## src/rtl/wb_stage_pkg.sv

```systemverilog
// Shared definitions for the writeback stage: MEM->WB bus layout and the
// commit-trace entry format.
package wb_stage_pkg;

   localparam int MEM2WB_BUS_W    = 102;
   localparam int REG_ADDR_BUS_W  = 5;
   localparam int REG_W           = 32;
   localparam int TRACE_ENTRY_W   = 70;

   localparam int BUS_PC_LSB      = 0;
   localparam int BUS_DM_ADDR_LSB = 32;
   localparam int BUS_RESULT_LSB  = 64;
   localparam int BUS_WE_BIT      = 96;
   localparam int BUS_WDEST_LSB   = 97;

   typedef struct packed {
      logic [REG_W-1:0]          pc;
      logic [REG_ADDR_BUS_W-1:0] waddr;
      logic [REG_W-1:0]          wdata;
      logic                      we;
   } trace_entry_t;

   // Writes to r0 are architectural no-ops and are never reported as writes.
   function automatic logic rf_write_req(input logic we, input logic [REG_ADDR_BUS_W-1:0] wdest);
      return we && (wdest != '0);
   endfunction

endpackage

```

## src/rtl/wb_stage_trace_fifo.sv

```systemverilog
// Synchronous FIFO for commit-trace entries. When empty, rdata keeps showing
// the most recently popped entry instead of a stale slot.
module wb_stage_trace_fifo #(
   parameter int DEPTH = 4,
   parameter int WIDTH = 70
) (
   input  logic                     clk,
   input  logic                     rst_n,
   input  logic                     push,
   input  logic                     pop,
   input  logic [WIDTH-1:0]         wdata,
   output logic [WIDTH-1:0]         rdata,
   output logic                     full,
   output logic                     empty,
   output logic [$clog2(DEPTH):0]   count
);

   localparam int PW = $clog2(DEPTH);
   localparam logic [PW-1:0] PTR_ONE  = 1;
   localparam logic [PW:0]   CNT_ONE  = 1;
   localparam logic [PW:0]   CNT_FULL = (PW+1)'(DEPTH);

   logic [WIDTH-1:0] mem [DEPTH];
   logic [PW-1:0]    rd_ptr;
   logic [PW-1:0]    wr_ptr;
   logic [PW-1:0]    last_ptr;

   always_ff @(posedge clk) begin
      if (!rst_n) begin
         rd_ptr <= '0;
         wr_ptr <= '0;
         count  <= '0;
         for (int i = 0; i < DEPTH; i++) begin
            mem[i] <= '0;
         end
      end else begin
         if (push) begin
            mem[wr_ptr] <= wdata;
            wr_ptr      <= wr_ptr + PTR_ONE;
         end
         if (pop) begin
            rd_ptr <= rd_ptr + PTR_ONE;
         end
         case ({push, pop})
            2'b10:   count <= count + CNT_ONE;
            2'b01:   count <= count - CNT_ONE;
            default: count <= count;
         endcase
      end
   end

   // While empty, the slot behind rd_ptr is the last head and cannot have
   // been overwritten since it was popped.
   assign last_ptr = rd_ptr - PTR_ONE;
   assign empty    = (count == '0);
   assign full     = (count == CNT_FULL);
   assign rdata    = empty ? mem[last_ptr] : mem[rd_ptr];

endmodule

```

## src/rtl/wb_stage.sv

```systemverilog
// Writeback stage: MEM->WB pipeline register, register-file write port,
// decode-side hazard/forward signals and an optional commit-trace FIFO.
module wb_stage
   import wb_stage_pkg::*;
#(
   parameter int TRACE_DEPTH = 4,
   parameter bit TRACE_EN    = 1'b1
) (
   input  logic                      clk,
   input  logic                      rst_n,
   input  logic [MEM2WB_BUS_W-1:0]   mem2wb_bus_i,
   input  logic                      ctl_mem_over_i,
   output logic                      ctl_wb_allowin_o,
   output logic                      rf_we_o,
   output logic [REG_ADDR_BUS_W-1:0] rf_waddr_o,
   output logic [REG_W-1:0]          rf_wdata_o,
   output logic [REG_ADDR_BUS_W-1:0] ctl_wb_dest_o,
   output logic [REG_W-1:0]          forward_wb2id_data_o,
   output logic [REG_W-1:0]          ctl_wb_pc_o,
   output logic                      trace_valid_o,
   input  logic                      trace_ready_i,
   output logic [REG_W-1:0]          trace_pc_o,
   output logic [REG_ADDR_BUS_W-1:0] trace_waddr_o,
   output logic [REG_W-1:0]          trace_wdata_o,
   output logic                      trace_we_o,
   output logic [REG_W-1:0]          commit_cnt_o
);

   logic                      wb_valid;
   logic                      wb_over;
   logic [MEM2WB_BUS_W-1:0]   bus_q;
   logic [REG_ADDR_BUS_W-1:0] wb_wdest;
   logic                      wb_we;
   logic [REG_W-1:0]          wb_result;
   logic [REG_W-1:0]          wb_pc;
   logic                      wb_rf_we;
   logic [REG_W-1:0]          commit_cnt;
   trace_entry_t              push_entry;
   logic                      unused_dm_addr;

   assign wb_wdest       = bus_q[BUS_WDEST_LSB +: REG_ADDR_BUS_W];
   assign wb_we          = bus_q[BUS_WE_BIT];
   assign wb_result      = bus_q[BUS_RESULT_LSB +: REG_W];
   assign wb_pc          = bus_q[BUS_PC_LSB +: REG_W];
   assign unused_dm_addr = ^bus_q[BUS_DM_ADDR_LSB +: REG_W];
   assign wb_rf_we       = rf_write_req(wb_we, wb_wdest);

   assign ctl_wb_allowin_o = !wb_valid || wb_over;

   always_ff @(posedge clk) begin
      if (!rst_n) begin
         wb_valid   <= 1'b0;
         bus_q      <= '0;
         commit_cnt <= '0;
      end else begin
         if (ctl_wb_allowin_o) begin
            wb_valid <= ctl_mem_over_i;
            if (ctl_mem_over_i) begin
               bus_q <= mem2wb_bus_i;
            end
         end
         if (wb_over) begin
            commit_cnt <= commit_cnt + 32'd1;
         end
      end
   end

   // rst_n gate keeps an in-flight instruction from writing during the reset cycle.
   assign rf_we_o              = rst_n && wb_over && wb_rf_we;
   assign rf_waddr_o           = wb_wdest;
   assign rf_wdata_o           = wb_result;
   assign ctl_wb_dest_o        = wb_valid ? wb_wdest  : '0;
   assign forward_wb2id_data_o = wb_valid ? wb_result : '0;
   assign ctl_wb_pc_o          = wb_pc;
   assign commit_cnt_o         = commit_cnt;

   assign push_entry = '{pc: wb_pc, waddr: wb_wdest, wdata: wb_result, we: wb_rf_we};

   generate
      if (TRACE_EN) begin : g_trace
         logic                         fifo_full;
         logic                         fifo_empty;
         logic [$clog2(TRACE_DEPTH):0] fifo_count;
         logic                         trace_pop;
         trace_entry_t                 head;
         logic                         unused_fifo_count;

         wb_stage_trace_fifo #(
            .DEPTH (TRACE_DEPTH),
            .WIDTH (TRACE_ENTRY_W)
         ) u_fifo (
            .clk   (clk),
            .rst_n (rst_n),
            .push  (wb_over),
            .pop   (trace_pop),
            .wdata (push_entry),
            .rdata (head),
            .full  (fifo_full),
            .empty (fifo_empty),
            .count (fifo_count)
         );

         assign unused_fifo_count = ^fifo_count;
         assign trace_pop         = !fifo_empty && trace_ready_i;
         // A full FIFO still accepts a retirement when its head leaves this cycle.
         assign wb_over           = wb_valid && (!fifo_full || trace_pop);
         assign trace_valid_o     = !fifo_empty;
         assign trace_pc_o        = head.pc;
         assign trace_waddr_o     = head.waddr;
         assign trace_wdata_o     = head.wdata;
         assign trace_we_o        = head.we;
      end else begin : g_no_trace
         logic unused_trace;

         assign unused_trace  = ^{trace_ready_i, push_entry};
         assign wb_over       = wb_valid;
         assign trace_valid_o = 1'b0;
         assign trace_pc_o    = '0;
         assign trace_waddr_o = '0;
         assign trace_wdata_o = '0;
         assign trace_we_o    = 1'b0;
      end
   endgenerate

endmodule

```

## config.mk

```make
export PLATFORM = sky130hd
export DESIGN_NAME = wb_stage
export DESIGN_NICKNAME = d
export VERILOG_FILES = /design/src/rtl/wb_stage_pkg.sv /design/src/rtl/wb_stage_trace_fifo.sv /design/src/rtl/wb_stage.sv
export SDC_FILE = /design/constraint.sdc
export NUM_CORES = 1
export LEC_CHECK = 0
export BUFFER_PORTS_ARGS = -buffer_cell sky130_fd_sc_hd__buf_2
export CORE_ASPECT_RATIO = 1.4
export CORE_MARGIN = 1
export CORE_UTILIZATION = 25
export DETAILED_ROUTE_END_ITERATION = 8
export SYNTH_ARGS = -nofsm -noshare
export SYNTH_HDL_FRONTEND = slang
export SYNTH_SLANG_ARGS = --single-unit
export TNS_END_PERCENT = 30
```

## constraint.sdc

```tcl
create_clock -name clk -period 8.6 [get_ports clk]
set_clock_uncertainty 0.2 [all_clocks]
set_input_delay 1.72 -clock clk [delete_from_list [all_inputs] [get_ports clk]]
set_output_delay 1.72 -clock clk [all_outputs]
set_load 0.005 [all_outputs]
```

# Yosys cells after proc, flatten, opt, wreduce, memory -nomap -nowiden
# Memory sizes are Yosys's and may differ from the RTL's. A register that Yosys moved wholly into a read port is not among the register bits.
# Index checks and enable logic that the tools add are counted.
# Widths: inputs -> output; s select.
[word_totals]
ff_bits = 142
mem_bits_rw = 280
out_inout_bits = 211
mem_count = 1
[mem_list]
columns = ["name", "words", "width", "read_ports", "rd_clocked_by_memory_dff", "wr", "line_no", "source"]
rows = [
  ["g_trace.u_fifo.mem", 4, 70, 2, 1, 4, "wb_stage_trace_fifo.sv:23", "logic [WIDTH-1:0] mem [DEPTH];"],
]
[op_classes]
add_sub_neg = 6
n_eq_ne = 3
muxes = 13
reduce_logical = 15
[ops]
columns = ["operator", "count"]
rows = [
  ["$mux 70", 2],
  ["$reduce_or 70->1", 1],
  ["$add 32x1->32 const B", 1],
  ["$mux 32", 1],
  ["$mux 2", 3],
  ["$pmux 3 s2", 1],
  ["$logic_and 1x1->1", 5],
  ["$mux 1", 5],
  ["$mux 5", 1],
  ["$reduce_bool 5->1", 1],
  ["$add 2x1->2 const B", 2],
  ["$add 3x1->3 const B", 1],
  ["$eq 3x3->1 const B", 1],
  ["$logic_not 1->1", 3],
  ["$logic_not 3->1", 1],
  ["$sub 3x1->3 const B", 1],
  ["$eq 2x1->1 const B", 1],
  ["$eq 2x2->1 const B", 1],
  ["$logic_or 1x1->1", 2],
  ["$reduce_and 2->1", 1],
  ["$reduce_bool 2->1", 1],
  ["$sub 2x1->2 const B", 1],
]

# Depth between registers and ports, before layout
[logic_depth]
depth_word = 10
ltp_mapped = 9
ltp_nobuf = 9

# Modules after synthesis
# From an unflattened synthesis, not the netlist that was laid out.
[unflattened]
cells_unflattened = 1496
hier_area_um2 = 20188.1
[by_module_without_submodules]
columns = ["mod", "instances", "cells_each", "area_each_um2", "seq_area_each_um2"]
rows = [
  ["wb_stage_trace_fifo", 1, 957, 15260.9, 8588.2],
  ["wb_stage", 1, 539, 4927.2, 2062.0],
]

# Least setup slack after synthesis
# Ideal clock, no wire load.
[synth_timing]
kind = "input port to flip-flop"
from = "input port trace_ready_i"
to = "memory g_trace.u_fifo.mem[1][0], enable pin"
t_arrival_ns = 7.089
required_time_ns = 7.805
setup_slack_ns = 0.716
path_stages = 4
n_path_buf = 1
path_cell_list = "or4b_1 buf_2 nand2_1 o21ai_0"
[synth_rtl]
columns = ["item", "line_no", "source"]
rows = [
  ["start, declared", "wb_stage.sv:21", "input logic trace_ready_i,"],
  ["end, declared", "wb_stage_trace_fifo.sv:23", ""],
]

# Worst setup path in the final report
[layout_timing]
from = "input port trace_ready_i"
to = "output port rf_we_o"
[layout_between]
elab_chain_len = 5
[layout_rtl]
columns = ["item", "line_no", "source"]
rows = [
  ["$logic_and 1x1->1", "wb_stage.sv:104", "assign trace_pop = !fifo_empty && trace_ready_i;"],
  ["$logic_or 1x1->1", "wb_stage.sv:106", "assign wb_over = wb_valid && (!fifo_full || trace_pop);"],
  ["$logic_and 1x1->1", "wb_stage.sv:106", ""],
  ["$logic_and 1x1->1 (2 in a row)", "wb_stage.sv:69", "assign rf_we_o = rst_n && wb_over && wb_rf_we;"],
  ["end, declared", "wb_stage.sv:14", "output logic rf_we_o,"],
]
# No other way between the ends.

==> metrics <==
outcome=finished clean; leakage power=9.27 nW; dpl hpwl=32500 um; DRT iter0 DRCs=764; clock sinks=392; fmax=185 MHz; vias=13142; FFs w/ async S/R, synth=0%; Final nets=1916; gpl congestion=0.725; Port Buf Inserts=284; worst r2r path cells=6; worst stage delay on the critical path=0.66 ns; area delta synth->final=17.3%; overall power=0.00589 W; Total GRT Usage=13.9%; register area share after synthesis=55.0%; Site Rows=120; commonest non-fill, non-tap cell in the layout=nand2_1; PwrDens=259 nW/um^2; Initial Utilization=25.3%; residual DRC count=0; largest net degree at the start of global routing=72; Place WS=2.85 ns; synthesized area=19400 um^2; RSZ-0062 raised after global routing=no; commonest non-fill, non-tap cells in the layout=nand2_1 (298), buf_2 (284), edfxtp_1 (280); clock transition at the registers of the reported paths=0.06 ns; Slew headroom=15.2%; CP startpoint kind=input port; EDFF count, synth=280; first-pass GRT wire length=82200 um; Hold Crit Depth=2; multi-input logic area=7540 um^2; Root Driver=clkbuf_16; CP cell instances=buf_2, or4b_1, and3_4, o211ai_1, inv_1, buf_2; Die ar.=78700 um^2; Worst EP arrival=3.49 ns; WL final=54500 um; max-cap violations=0; TritonCTS clock tree=done; setup violators final=0; vias per cell=4.66; wire per inst=19.3 um; Final Max Slew Viols=0; CTS Buf Count=44; CTS H-tree lvls=2; total nets after synthesis=1745; DIE WIDTH=237 um; clk_lat worst skew=0.57 ns; Filler Cells Inserted=7812; Hold Path Class=flip-flop to flip-flop; height of the die=331 um; Synth cell types=38; Max Buffers Root-to-Sink=3; Critical Path RT=6.68 ns; DRT Pass-1 Iters=5; layout cells sized above 1=28.7%; antenna-violating nets left=0; Final WS setup=3.19 ns; CP max-delay cell=or4b_1; IO Count=317; Hold Vio Cnt, Final=0; crit-path max FO=26; fin crit share=62.9%; CP endpoint kind=primary output; Synth Flop Type=edfxtp_1; Slew @ Worst Pin=1.27 ns; Period minus WS final=5.41 ns; post-CTS sizing=0; Reg area=10700 um^2; Synth Register Bits=392; postcts setup bufs=0; Setup Crit Path Kind=input port to primary output; Overflow after GRT=0; Hold Buf Count CTS=0; setup TNS=0 ns; vias in the first global route=13474; core area=76600 um^2; Peak VDD IR=0.000175 V; initial antenna violation count=3; syn avg cell area=11.8 um^2; crit-path most repeated cell=buf_2; Mapped Cells=1636; Yosys warnings=0
## flip-flops by register name, indices dropped and copies added (netlist names), named ones only
register / cells
g_trace.u_fifo.mem: 280
bus_q: 70
g_trace.u_fifo.wr_ptr: 2
g_trace.u_fifo.rd_ptr: 2
commit_cnt_o: 32
g_trace.u_fifo.count: 3
wb_valid: 1
## per-stage QoR
| stage | cells | util [%] | instance area (um^2) | hold slack, ns |
|---|---|---|---|---|
| 2_1_floorplan | 1636 | - | 19400 | 0.259 |
| 3_3_place_gp | 2737 | 27.8 | 21300 | 0.252 |
| 3_5_place_dp | 2737 | 27.8 | 21300 | 0.277 |
| 4_1_cts | 2817 | 29.7 | 22700 | 0.285 |
| 5_1_grt | 2818 | 29.7 | 22700 | 0.310 |
| 6_report | 2818 | 29.7 | 22700 | 0.283 |
## power breakdown
group          internal [W]  leakage, nW  switching, W  total (W)
sequential          0.00213         3.83      0.000145    0.00227
combinational      0.000711         4.75       0.00103    0.00174
clock               0.00110        0.698      0.000777    0.00188
total               0.00394         9.27       0.00195    0.00589
## final timing paths
kind | startpoint | to | slack [ns]
worst max-delay path | trace_ready_i | rf_we_o | 3.19
worst min-delay path | commit_cnt_o[29] | commit_cnt_o[29] | 0.28
worst max register to register | g_trace.u_fifo.count[0] | g_trace.u_fifo.mem[0][66] | 4.51
worst min register to register | commit_cnt_o[29] | commit_cnt_o[29] | 0.28
## logic make-up (layout without fill, tap and decap cells)
kind of cell / after synthesis / in the layout / share of synthesized area, %
adder cells (fa/ha/maj): 3 / 3 / 0.232
XOR/XNOR: 11 / 11 / 0.497
flip-flops: 392 / 392 / 55.0
buffers and inverters: 261 / 466 / 6.57
AND/OR/NAND/NOR: 703 / 703 / 16.1
other: 0 / 1 / 0
AO/OA/AOI/OAI: 50 / 50 / 1.50
multiplexers: 216 / 216 / 20.2
## worst max-delay path, delay by kind of cell
family | cells | cell delay, ns
AO/OA/AOI/OAI | 1 | 0.26
buffers and inverters | 3 | 0.44
AND/OR/NAND/NOR | 2 | 1.04
## cell usage after synthesis, drive strengths merged, types with 6 or more instances
cell type | instances | area share [%]
nand4 | 6 | 0.23
nand2 | 299 | 5.8
nand2b | 8 | 0.26
a21oi | 24 | 0.62
inv | 81 | 1.6
o21ai | 10 | 0.26
or3 | 6 | 0.19
nor4 | 8 | 0.26
edfxtp | 280 | 43
mux2i | 76 | 3.9
dfxtp | 112 | 12
nor2 | 224 | 4.3
and2 | 107 | 3.5
xor2 | 6 | 0.27
clkbuf | 77 | 1.5
o31ai | 14 | 0.54
or4 | 16 | 0.64
buf | 102 | 3.5
mux4 | 140 | 16
nand3 | 15 | 0.39
## layer usage
metal | wire length [um] | vias to the layer above | global-route usage, %
li1 | - | 6030 | -
met1 | 21000 | 6615 | 16.0
met2 | 29000 | 415 | 25.7
met3 | 3050 | 82 | 2.27
met4 | 1490 | 0 | 4.50
met5 | 0 | - | 0
## area by class of cell
type | instances | share of cell area (%)
timing repair buffer | 304 | 6.91
antenna | 1 | 0.0110
clock buffer | 62 | 5.50
clock inverter | 18 | 0.765
tap | 976 | 5.37
inverter | 82 | 1.38
sequential | 392 | 46.9
multi-input combinational | 983 | 33.2
Note: power is estimated with default switching activity, not from simulation.
